===== config.mk =====
export PLATFORM = sky130hd
export DESIGN_NAME = aesl_deadlock_param_monitor_flat
export DESIGN_NICKNAME = d
export VERILOG_FILES = /design/src/rtl/aesl_deadlock_param_monitor_if.sv /design/src/rtl/aesl_deadlock_param_monitor.sv /design/src/flat_wrapper.sv
export SDC_FILE = /design/constraint.sdc
export NUM_CORES = 1
export LEC_CHECK = 0
export ABC_AREA = 1
export CAP_MARGIN = 20
export CORE_UTILIZATION = 49
export CTS_CLUSTER_DIAMETER = 80
export CTS_CLUSTER_SIZE = 10
export DETAILED_ROUTE_END_ITERATION = 8
export GPL_TIMING_DRIVEN = 0
export PLACE_DENSITY = 0.79
export SLEW_MARGIN = 15
export SYNTH_ARGS = -nofsm -noshare
export SYNTH_HDL_FRONTEND = slang
export SYNTH_SLANG_ARGS = --single-unit

===== constraint.sdc =====
create_clock -name clock -period 1.53 [get_ports clock]
set_input_delay 0.2295 -clock clock [delete_from_list [all_inputs] [get_ports clock]]
set_output_delay 0.2295 -clock clock [all_outputs]
set_load 0.02 [all_outputs]

===== src/rtl/aesl_deadlock_param_monitor_if.sv =====
// Bundle of signals between a dataflow region under co-simulation and its
// deadlock monitor.
//   master : drives clear, mask and the block/idle observations, reads the result
//   slave  : the monitor; reads the observations, drives the result
// Ports carried:
//   clear           sync clear of monitor state
//   axis_mask       per-channel enable for axis_block_sigs
//   axis_block_sigs 1 = stream channel blocked this cycle
//   inst_idle_sigs  1 = sub-instance idle
//   inst_block_sigs 1 = sub-instance blocked
//   block           confirmed deadlock
//   block_pending   blocked but not yet confirmed
//   stall_count     consecutive blocked cycles (saturating)
//   block_snapshot  OR of sources blocked since the episode began
//   first_src_idx   lowest source blocked when the episode began
interface aesl_deadlock_param_monitor_if #(
    parameter int N_AXIS = 3,
    parameter int N_INST = 1,
    parameter int CNT_W  = 16
);
    localparam int N_SRC = N_AXIS + N_INST;
    localparam int IDX_W = (N_SRC > 1) ? $clog2(N_SRC) : 1;

    logic                clear;
    logic [N_AXIS-1:0]   axis_mask;
    logic [N_AXIS-1:0]   axis_block_sigs;
    logic [N_INST-1:0]   inst_idle_sigs;
    logic [N_INST-1:0]   inst_block_sigs;
    logic                block;
    logic                block_pending;
    logic [CNT_W-1:0]    stall_count;
    logic [N_SRC-1:0]    block_snapshot;
    logic [IDX_W-1:0]    first_src_idx;

    modport master (
        output clear, axis_mask, axis_block_sigs, inst_idle_sigs, inst_block_sigs,
        input  block, block_pending, stall_count, block_snapshot, first_src_idx
    );

    modport slave (
        input  clear, axis_mask, axis_block_sigs, inst_idle_sigs, inst_block_sigs,
        output block, block_pending, stall_count, block_snapshot, first_src_idx
    );
endinterface


===== src/rtl/aesl_deadlock_param_monitor.sv =====
// Deadlock monitor for HLS dataflow regions. A blocked condition must persist
// for THRESHOLD consecutive cycles before it is reported, so transient
// backpressure is filtered out. The sources involved are captured for the
// report. With STICKY=1 the report holds until clear/reset.
// Ports:
//   clock  rising-edge clock
//   reset  synchronous, active-low
//   mon    slave side of aesl_deadlock_param_monitor_if
//
// state      | meaning
// -----------+------------------------------------------------------
// IDLE       | no blocked condition observed
// SUSPECT    | blocked, fewer than THRESHOLD consecutive cycles so far
// CONFIRMED  | blocked for THRESHOLD cycles; deadlock reported
module aesl_deadlock_param_monitor #(
    parameter int N_AXIS    = 3,
    parameter int N_INST    = 1,
    parameter int CNT_W     = 16,
    parameter int THRESHOLD = 1024,
    parameter int STICKY    = 1
) (
    input  logic                           clock,
    input  logic                           reset,
    aesl_deadlock_param_monitor_if.slave   mon
);
    localparam int N_SRC = N_AXIS + N_INST;
    localparam int IDX_W = (N_SRC > 1) ? $clog2(N_SRC) : 1;
    localparam logic [CNT_W-1:0] CNT_MAX  = '1;
    localparam logic [CNT_W-1:0] THR_LAST = CNT_W'(THRESHOLD - 1);

    typedef enum logic [1:0] {
        ST_IDLE      = 2'd0,
        ST_SUSPECT   = 2'd1,
        ST_CONFIRMED = 2'd2
    } state_t;

    state_t             state_q, state_d;
    logic [CNT_W-1:0]   cnt_q, cnt_d;
    logic [N_SRC-1:0]   snap_q, snap_d;
    logic [IDX_W-1:0]   idx_q, idx_d;
    logic [N_SRC-1:0]   src;
    logic               raw;
    logic [IDX_W-1:0]   low_idx;

    // All instances idle means the region has finished; blocks are then benign.
    always_comb begin
        src = {mon.inst_block_sigs, mon.axis_block_sigs & mon.axis_mask};
        raw = (|src) & ~(&mon.inst_idle_sigs);
    end

    // Descending scan so the lowest set bit wins.
    always_comb begin
        low_idx = '0;
        for (int i = N_SRC - 1; i >= 0; i--) begin
            if (src[i]) low_idx = IDX_W'(i);
        end
    end

    always_comb begin
        state_d = state_q;
        cnt_d   = cnt_q;
        snap_d  = snap_q;
        idx_d   = idx_q;
        if (mon.clear) begin
            state_d = ST_IDLE;
            cnt_d   = '0;
            snap_d  = '0;
            idx_d   = '0;
        end else begin
            case (state_q)
                ST_IDLE: begin
                    if (raw) begin
                        state_d = (THRESHOLD == 1) ? ST_CONFIRMED : ST_SUSPECT;
                        cnt_d   = CNT_W'(1);
                        snap_d  = src;
                        idx_d   = low_idx;
                    end
                end
                ST_SUSPECT: begin
                    if (raw) begin
                        cnt_d  = cnt_q + 1'b1;
                        snap_d = snap_q | src;
                        if (cnt_q == THR_LAST) state_d = ST_CONFIRMED;
                    end else begin
                        state_d = ST_IDLE;
                        cnt_d   = '0;
                        snap_d  = '0;
                        idx_d   = '0;
                    end
                end
                ST_CONFIRMED: begin
                    if (raw) begin
                        if (cnt_q != CNT_MAX) cnt_d = cnt_q + 1'b1;
                        snap_d = snap_q | src;
                    end else if (STICKY == 0) begin
                        state_d = ST_IDLE;
                        cnt_d   = '0;
                        snap_d  = '0;
                        idx_d   = '0;
                    end
                end
                default: begin
                    state_d = ST_IDLE;
                    cnt_d   = '0;
                    snap_d  = '0;
                    idx_d   = '0;
                end
            endcase
        end
    end

    always_ff @(posedge clock) begin
        if (!reset) begin
            state_q <= ST_IDLE;
            cnt_q   <= '0;
            snap_q  <= '0;
            idx_q   <= '0;
        end else begin
            state_q <= state_d;
            cnt_q   <= cnt_d;
            snap_q  <= snap_d;
            idx_q   <= idx_d;
        end
    end

    assign mon.block          = (state_q == ST_CONFIRMED);
    assign mon.block_pending  = (state_q == ST_SUSPECT);
    assign mon.stall_count    = cnt_q;
    assign mon.block_snapshot = snap_q;
    assign mon.first_src_idx  = idx_q;
endmodule

===== src/flat_wrapper.sv =====
// flat-port wrapper written by rule: the top's interface ports become plain ports
module aesl_deadlock_param_monitor_flat 
#(
    parameter int N_AXIS    = 3,
    parameter int N_INST    = 1,
    parameter int CNT_W     = 16,
    parameter int THRESHOLD = 1024,
    parameter int STICKY    = 1
)
  (clock, reset, mon_clear, mon_axis_mask, mon_axis_block_sigs, mon_inst_idle_sigs, mon_inst_block_sigs, mon_block, mon_block_pending, mon_stall_count, mon_block_snapshot, mon_first_src_idx);
  aesl_deadlock_param_monitor_if #(.N_AXIS(N_AXIS), .N_INST(N_INST), .CNT_W(CNT_W)) mon_i ();
  input  logic clock;
  input  logic reset;
  input wire logic [$bits(mon_i.clear)-1:0] mon_clear;
  input wire logic [$bits(mon_i.axis_mask)-1:0] mon_axis_mask;
  input wire logic [$bits(mon_i.axis_block_sigs)-1:0] mon_axis_block_sigs;
  input wire logic [$bits(mon_i.inst_idle_sigs)-1:0] mon_inst_idle_sigs;
  input wire logic [$bits(mon_i.inst_block_sigs)-1:0] mon_inst_block_sigs;
  output wire logic [$bits(mon_i.block)-1:0] mon_block;
  output wire logic [$bits(mon_i.block_pending)-1:0] mon_block_pending;
  output wire logic [$bits(mon_i.stall_count)-1:0] mon_stall_count;
  output wire logic [$bits(mon_i.block_snapshot)-1:0] mon_block_snapshot;
  output wire logic [$bits(mon_i.first_src_idx)-1:0] mon_first_src_idx;
  assign mon_i.clear = mon_clear;
  assign mon_i.axis_mask = mon_axis_mask;
  assign mon_i.axis_block_sigs = mon_axis_block_sigs;
  assign mon_i.inst_idle_sigs = mon_inst_idle_sigs;
  assign mon_i.inst_block_sigs = mon_inst_block_sigs;
  assign mon_block = mon_i.block;
  assign mon_block_pending = mon_i.block_pending;
  assign mon_stall_count = mon_i.stall_count;
  assign mon_block_snapshot = mon_i.block_snapshot;
  assign mon_first_src_idx = mon_i.first_src_idx;
  aesl_deadlock_param_monitor #(.N_AXIS(N_AXIS), .N_INST(N_INST), .CNT_W(CNT_W), .THRESHOLD(THRESHOLD), .STICKY(STICKY)) u_core (.clock(clock), .reset(reset), .mon(mon_i));
endmodule

# Yosys cells after proc, flatten, opt, wreduce, memory -nomap -nowiden
# Index checks and enable logic that the tools add are counted.
[classes]
n_addsub = 1
n_eq_ne = 9
muxes = 20
bitwise_logic = 6
reduce_logical = 7
[ops]
columns = ["operator", "n"]
rows = [
  ["two-way mux 16 bit", 4],
  ["one-hot mux 16 bit (3 select lines)", 1],
  ["two-way mux 2 bit", 9],
  ["adder 16 x 1 -> 16 bit (second input constant)", 1],
  ["equality test 16 x 10 -> 1 bit (second input constant)", 1],
  ["!= test 16 bit (second input constant)", 1],
  ["two-way mux 4 bit", 3],
  ["one-hot mux 2 bit (3 select lines)", 2],
  ["one-hot mux 4 bit (3 select lines)", 1],
  ["AND reduction 3 bit", 3],
  ["!= test 2 x 1 -> 1 bit (second input constant)", 3],
  ["bitwise OR 4 bit", 1],
  ["OR reduction 4 bit", 1],
  ["AND 3 bit", 1],
  ["!= test 3 bit (second input constant)", 1],
  ["inverter 1 bit", 3],
  ["equality test 2 x 1 -> 1 bit (second input constant)", 1],
  ["equality test 2 bit (second input constant)", 1],
  ["zero test 2 bit", 1],
  ["!= test 2 bit (second input constant)", 1],
  ["AND reduction 2 bit", 1],
  ["OR reduction 2 bit", 1],
  ["AND 1 bit", 1],
]
[word_totals]
register_bits = 24
in_bits = 11
output_inout_bits = 24
elab_cells = 47

# Logic depth before layout (Yosys ltp)
[depth]
depth_word = 6
mapped_depth = 12
ltp_nobuf = 12

# Worst setup path after synthesis
# No wires, ideal clock.
[synth_path]
path_kind = "register -> register"
start = "register u_core.cnt_q[0], in the netlist u_core.mon.stall_count[0]"
end = "register u_core.cnt_q[2], in the netlist u_core.mon.stall_count[2]"
setup_time_ns = 0.109
arrival_ns = 1.484
required_ns = 1.421
setup_slack_ns = -0.062
stages_incl_launch_ff = 11
n_path_buf = 0
period_less_slack_ns = 1.592
cell_sequence = "dfxtp_1 ha_1 nand2_1 nor2_4 nand4_4 nand2_4 inv_2 nand2_1 nand2_1 nand2_1 inv_1"
[synth_between]
elab_chain_cells = 4
word_cells_on_any_way = 8
classes_between = "1 x add/sub; 2 x eq/ne; 4 x mux; 1 x reduce/logical"
[synth_lines]
columns = ["item", "line", "text"]
rows = [
  ["start, declared", "aesl_deadlock_param_monitor.sv:38", "logic [CNT_W-1:0] cnt_q, cnt_d;"],
  ["start signal, assigned", "aesl_deadlock_param_monitor.sv:120", "cnt_q <= cnt_d;"],
  ["adder 16 x 1 -> 16 bit", "aesl_deadlock_param_monitor.sv:81, aesl_deadlock_param_monitor.sv:93", ""],
  ["two-way mux 16 bit", "aesl_deadlock_param_monitor.sv:93", "if (cnt_q != CNT_MAX) cnt_d = cnt_q + 1'b1;"],
  ["two-way mux 16 bit", "aesl_deadlock_param_monitor.sv:92", "if (raw) begin"],
  ["one-hot mux 16 bit (3 select lines)", "aesl_deadlock_param_monitor.sv:70", "case (state_q)"],
]
# Parallel ways exist; a longest one is shown, timed or not. The select of a mux whose other input is x is not followed.
# A chain may end at the register's enable or synchronous reset.

# Final worst setup path
[layout_path]
start = "register u_core.state_q[0]"
end = "output mon_block_pending"
[layout_between]
elab_chain_cells = 1
[layout_lines]
columns = ["item", "line", "text"]
rows = [
  ["start, declared", "aesl_deadlock_param_monitor.sv:37", "state_t state_q, state_d;"],
  ["start signal, assigned", "aesl_deadlock_param_monitor.sv:119", "state_q <= state_d;"],
  ["equality test 2 x 1 -> 1 bit", "aesl_deadlock_param_monitor.sv:127", "assign mon.block_pending = (state_q == ST_SUSPECT);"],
  ["end, declared", "flat_wrapper.sv:20", "output wire logic [$bits(mon_i.block_pending)-1:0] mon_block_pending;"],
]
# No other way between the ends.

==> impl_metrics.yaml <==
critical_path:
  crit_end: "mon_block_pending"
  worstPathCellList: "inv_4, nor2_2, clkdlybuf4s15_2"
  arrival_ns: 1.29
  critPathKind: "reg -> out"
  cp_max_fo: 6
  reg2regPathDepth: 9
  crit_start: "u_core.state_q[0]"
  path_depth: 3
  crit_family: "flip-flops"
  crit_buf_inv: 2
  crit_required_ns: 1.30
  worstSetupEndpointType: "primary output"
  worstSetupStartpointType: "flip-flop"
  r2r-start: "u_core.mon.stall_count[1]"
  r2r_slack_ns: 0.07
  slowest_delay_ns: 0.43
  crit_slowest_cell: "dfxtp_2"
  reg2reg_to: "u_core.mon.stall_count[15]"
grt:
  antenna_found_initial: 0
  grt_max_degree: 14
  grt_pass1_vias: 1342
  grt_use_total_pct: 23.6
  grt_pass1_wl_microns: 5920
  grt.overflow.total: 0
layout:
  fillers: 252
  layout.nets: 293
  drive_above_1_share_pct: 19.6
  num_antenna_cells: 0
  final_cells: 311
  synthToLayoutAreaGrowth_pct: 35.9
sta:
  worstMarginPinSlew_ns: 0.406
  rsz0062_at_grt: "true"
  hold_viol_final: 0
  finalCritPeriodShare_pct: 99.0
  period_needed_ns: 1.51
  clock-skew-final_ns: 0.0109
  fin_hold_ws_ns: 0.488
  finalSetupViolations: 0
  finalMaxSlewViolations: 0
  max_slew_margin_pct: 72.7
  max_freq_mhz: 660
cts:
  worstSkewPairLatency_ns: 0.33
  cts_tree: "yes"
  cts_sinks: 24
  cts_root_buffer: "clkbuf_4"
  path_clk_slew_ns: 0.14
  clockBufferDepth: 2
  cts_buffers: 3
  hold_buffers: 0
  htreeDepth: 1
route:
  drt_wl_total_microns: 3730
  detail_route.wl_per_cell_microns: 12.0
  drt_pass1_iterations: 4
  viasPerCell: 5.23
  ant_nets: 0
  route.detailed.drc: 0
  vias: 1625
  drtIter0Drc: 72
logic_synthesis:
  synth_area_leaders: "dfxtp_1 33%, nand2_1 20%, inv_1 9.5%"
  synth.yosys.seq_area_share_pct: 32.9
  ys_types: 26
  synth_top_area_share_pct: 32.9
  yosys.area.top_type: "dfxtp_1"
  synthesis.yosys.warnings: 0
  syn_area_sq_um: 1460
  ys_ff_latch: 24
  synth_nets: 249
  synthesis.area_per_instance_sq_um: 6.16
  netlist_instances: 237
placement:
  dp.cells: 302
  gp_congestion: 0.941
  dp.final_hpwl_microns: 2740
  io_buffers: 34
floorplanning:
  die_y_microns: 56.6
  ioPinCount: 35
  core_area_sq_um: 2780
  die_area_sq_um: 3200
  die_x_microns: 56.6
  initial_core_util_pct: 52.5
  fp-row-count: 19
worst_hold_path:
  hold_path_class: "reg -> reg"
  worstHoldStart: "u_core.mon.block_snapshot[1]"
job:
  maxCapViolations: 0
pwr:
  p_leak_nw: 1.03
  power_mw: 1.16
  ir_drop_mv: 0.464
  p_per_area_nw_per_um2: 586
run_status:
  status: "finished, final reports clean"
[through the flow]
step	instance area [sq um]	setup WS, ns	TNS [ns]	utilization [%]
floorplan	1460	0.0420	0	-
global placement	1840	-0.285	-4.79	66.2
detailed placement	1840	-0.281	-4.95	66.2
CTS	1880	0.000613	0	67.6
global route	1980	-0.0163	-0.0512	71.3
finish	1980	0.0155	0	71.3
[synth_stat cells (all sizes together)]
cell and number:
nor2 28, a21oi 11, nand4 6, nand3 23, nor3 7, o21ai 9
o21bai 4, ha 1, clkinv 2, dfxtp 24, nor4 1, buf 2
xnor2 1, inv 39, nand2 79
[where the power goes]
part           total [mW]  switching [mW]  leakage, nW  internal (mW)
registers           0.639         0.00790        0.201          0.631
logic               0.174           0.102        0.804         0.0716
clock network       0.351           0.205       0.0210          0.146
total                1.16           0.315         1.03          0.848
[per-layer routing]
layer | GRT usage [%] | vias up | part of all wire (%) | wire length (microns)
li1 | - | 831 | - | -
met1 | 31.3 | 726 | 46 | 1720
met2 | 39.8 | 58 | 45 | 1670
met3 | 2.07 | 10 | 6.9 | 257
met4 | 8.36 | 0 | 2.2 | 82
met5 | 0 | - | 0 | 0
[kinds of logic after synthesis]
group | count (synthesis) | synth area share, %
AOI/OAI and AO/OA | 24 | 9.43
xor gates and xnor gates | 1 | 0.600
adders and majority gates | 1 | 0.857
buffers and inverters | 43 | 11.5
DFF | 24 | 32.9
and+or+nand+nor | 144 | 44.7
[registers in the layout (all words and copies together), names as in the netlist]
name,count
u_core.state_q,2
u_core.mon.block_snapshot,4
u_core.mon.first_src_idx,2
u_core.mon.stall_count,16
[cell usage in the layout, fill, tap and decap left out, drive strengths merged]
master         Yosys  final
buf                2      6
clkinv             2      1
o21bai             4      4
xnor2              1      1
a21oi             11     11
clkdlybuf4s15      0      2
nand3             23     23
nor3               7      7
nand2             79     80
nor4               1      1
ha                 1      1
dlygate4sd2        0     20
dfxtp             24     24
o21ai              9      9
dlymetal6s2s       0      2
nor2              28     28
inv               39     40
clkbuf             0      4
nand4              6      6
clkdlybuf4s50      0     10
[worst register-to-register path, cell delays in order, from the launching register on]
cell      delay [ns]
dfxtp_4         0.40
ha_4            0.13
nand2_2         0.08
nor2_4          0.18
nand4_4         0.16
nand2_4         0.17
nand2_4         0.09
clkinv_2        0.09
nand2_1         0.05
nand2_1         0.06
[area by class of cell]
type	instances	area [sq um]	share of cell area (%)
inverters	41	160	8.07
clock buffers	4	36.3	1.83
flip-flops and latches	24	500	25.2
plain buffers	2	12.5	0.631
repair buffers	38	353	17.8
multi-input cells	171	883	44.5
well taps	31	38.8	1.95
[how the worst min path moves through the flow]
stage / cells after the start / end
after global routing: 2 / u_core.mon.block_snapshot[1]
after floorplan: 2 / u_core.mon.block_snapshot[3]
after detailed placement: 2 / u_core.mon.block_snapshot[0]
final: 2 / u_core.mon.block_snapshot[1]
after global placement: 2 / u_core.mon.first_src_idx[0]
after CTS: 2 / u_core.mon.block_snapshot[0]
[repair_timing]
item	CTS	global route
gates resized for setup	28	33
setup buffers	2	2
cloned	1	0
endpoints found under the setup margin	34	25
hold endpoints to repair	0	0
pin swaps	1	4
Power figures use the tool's default switching activity.
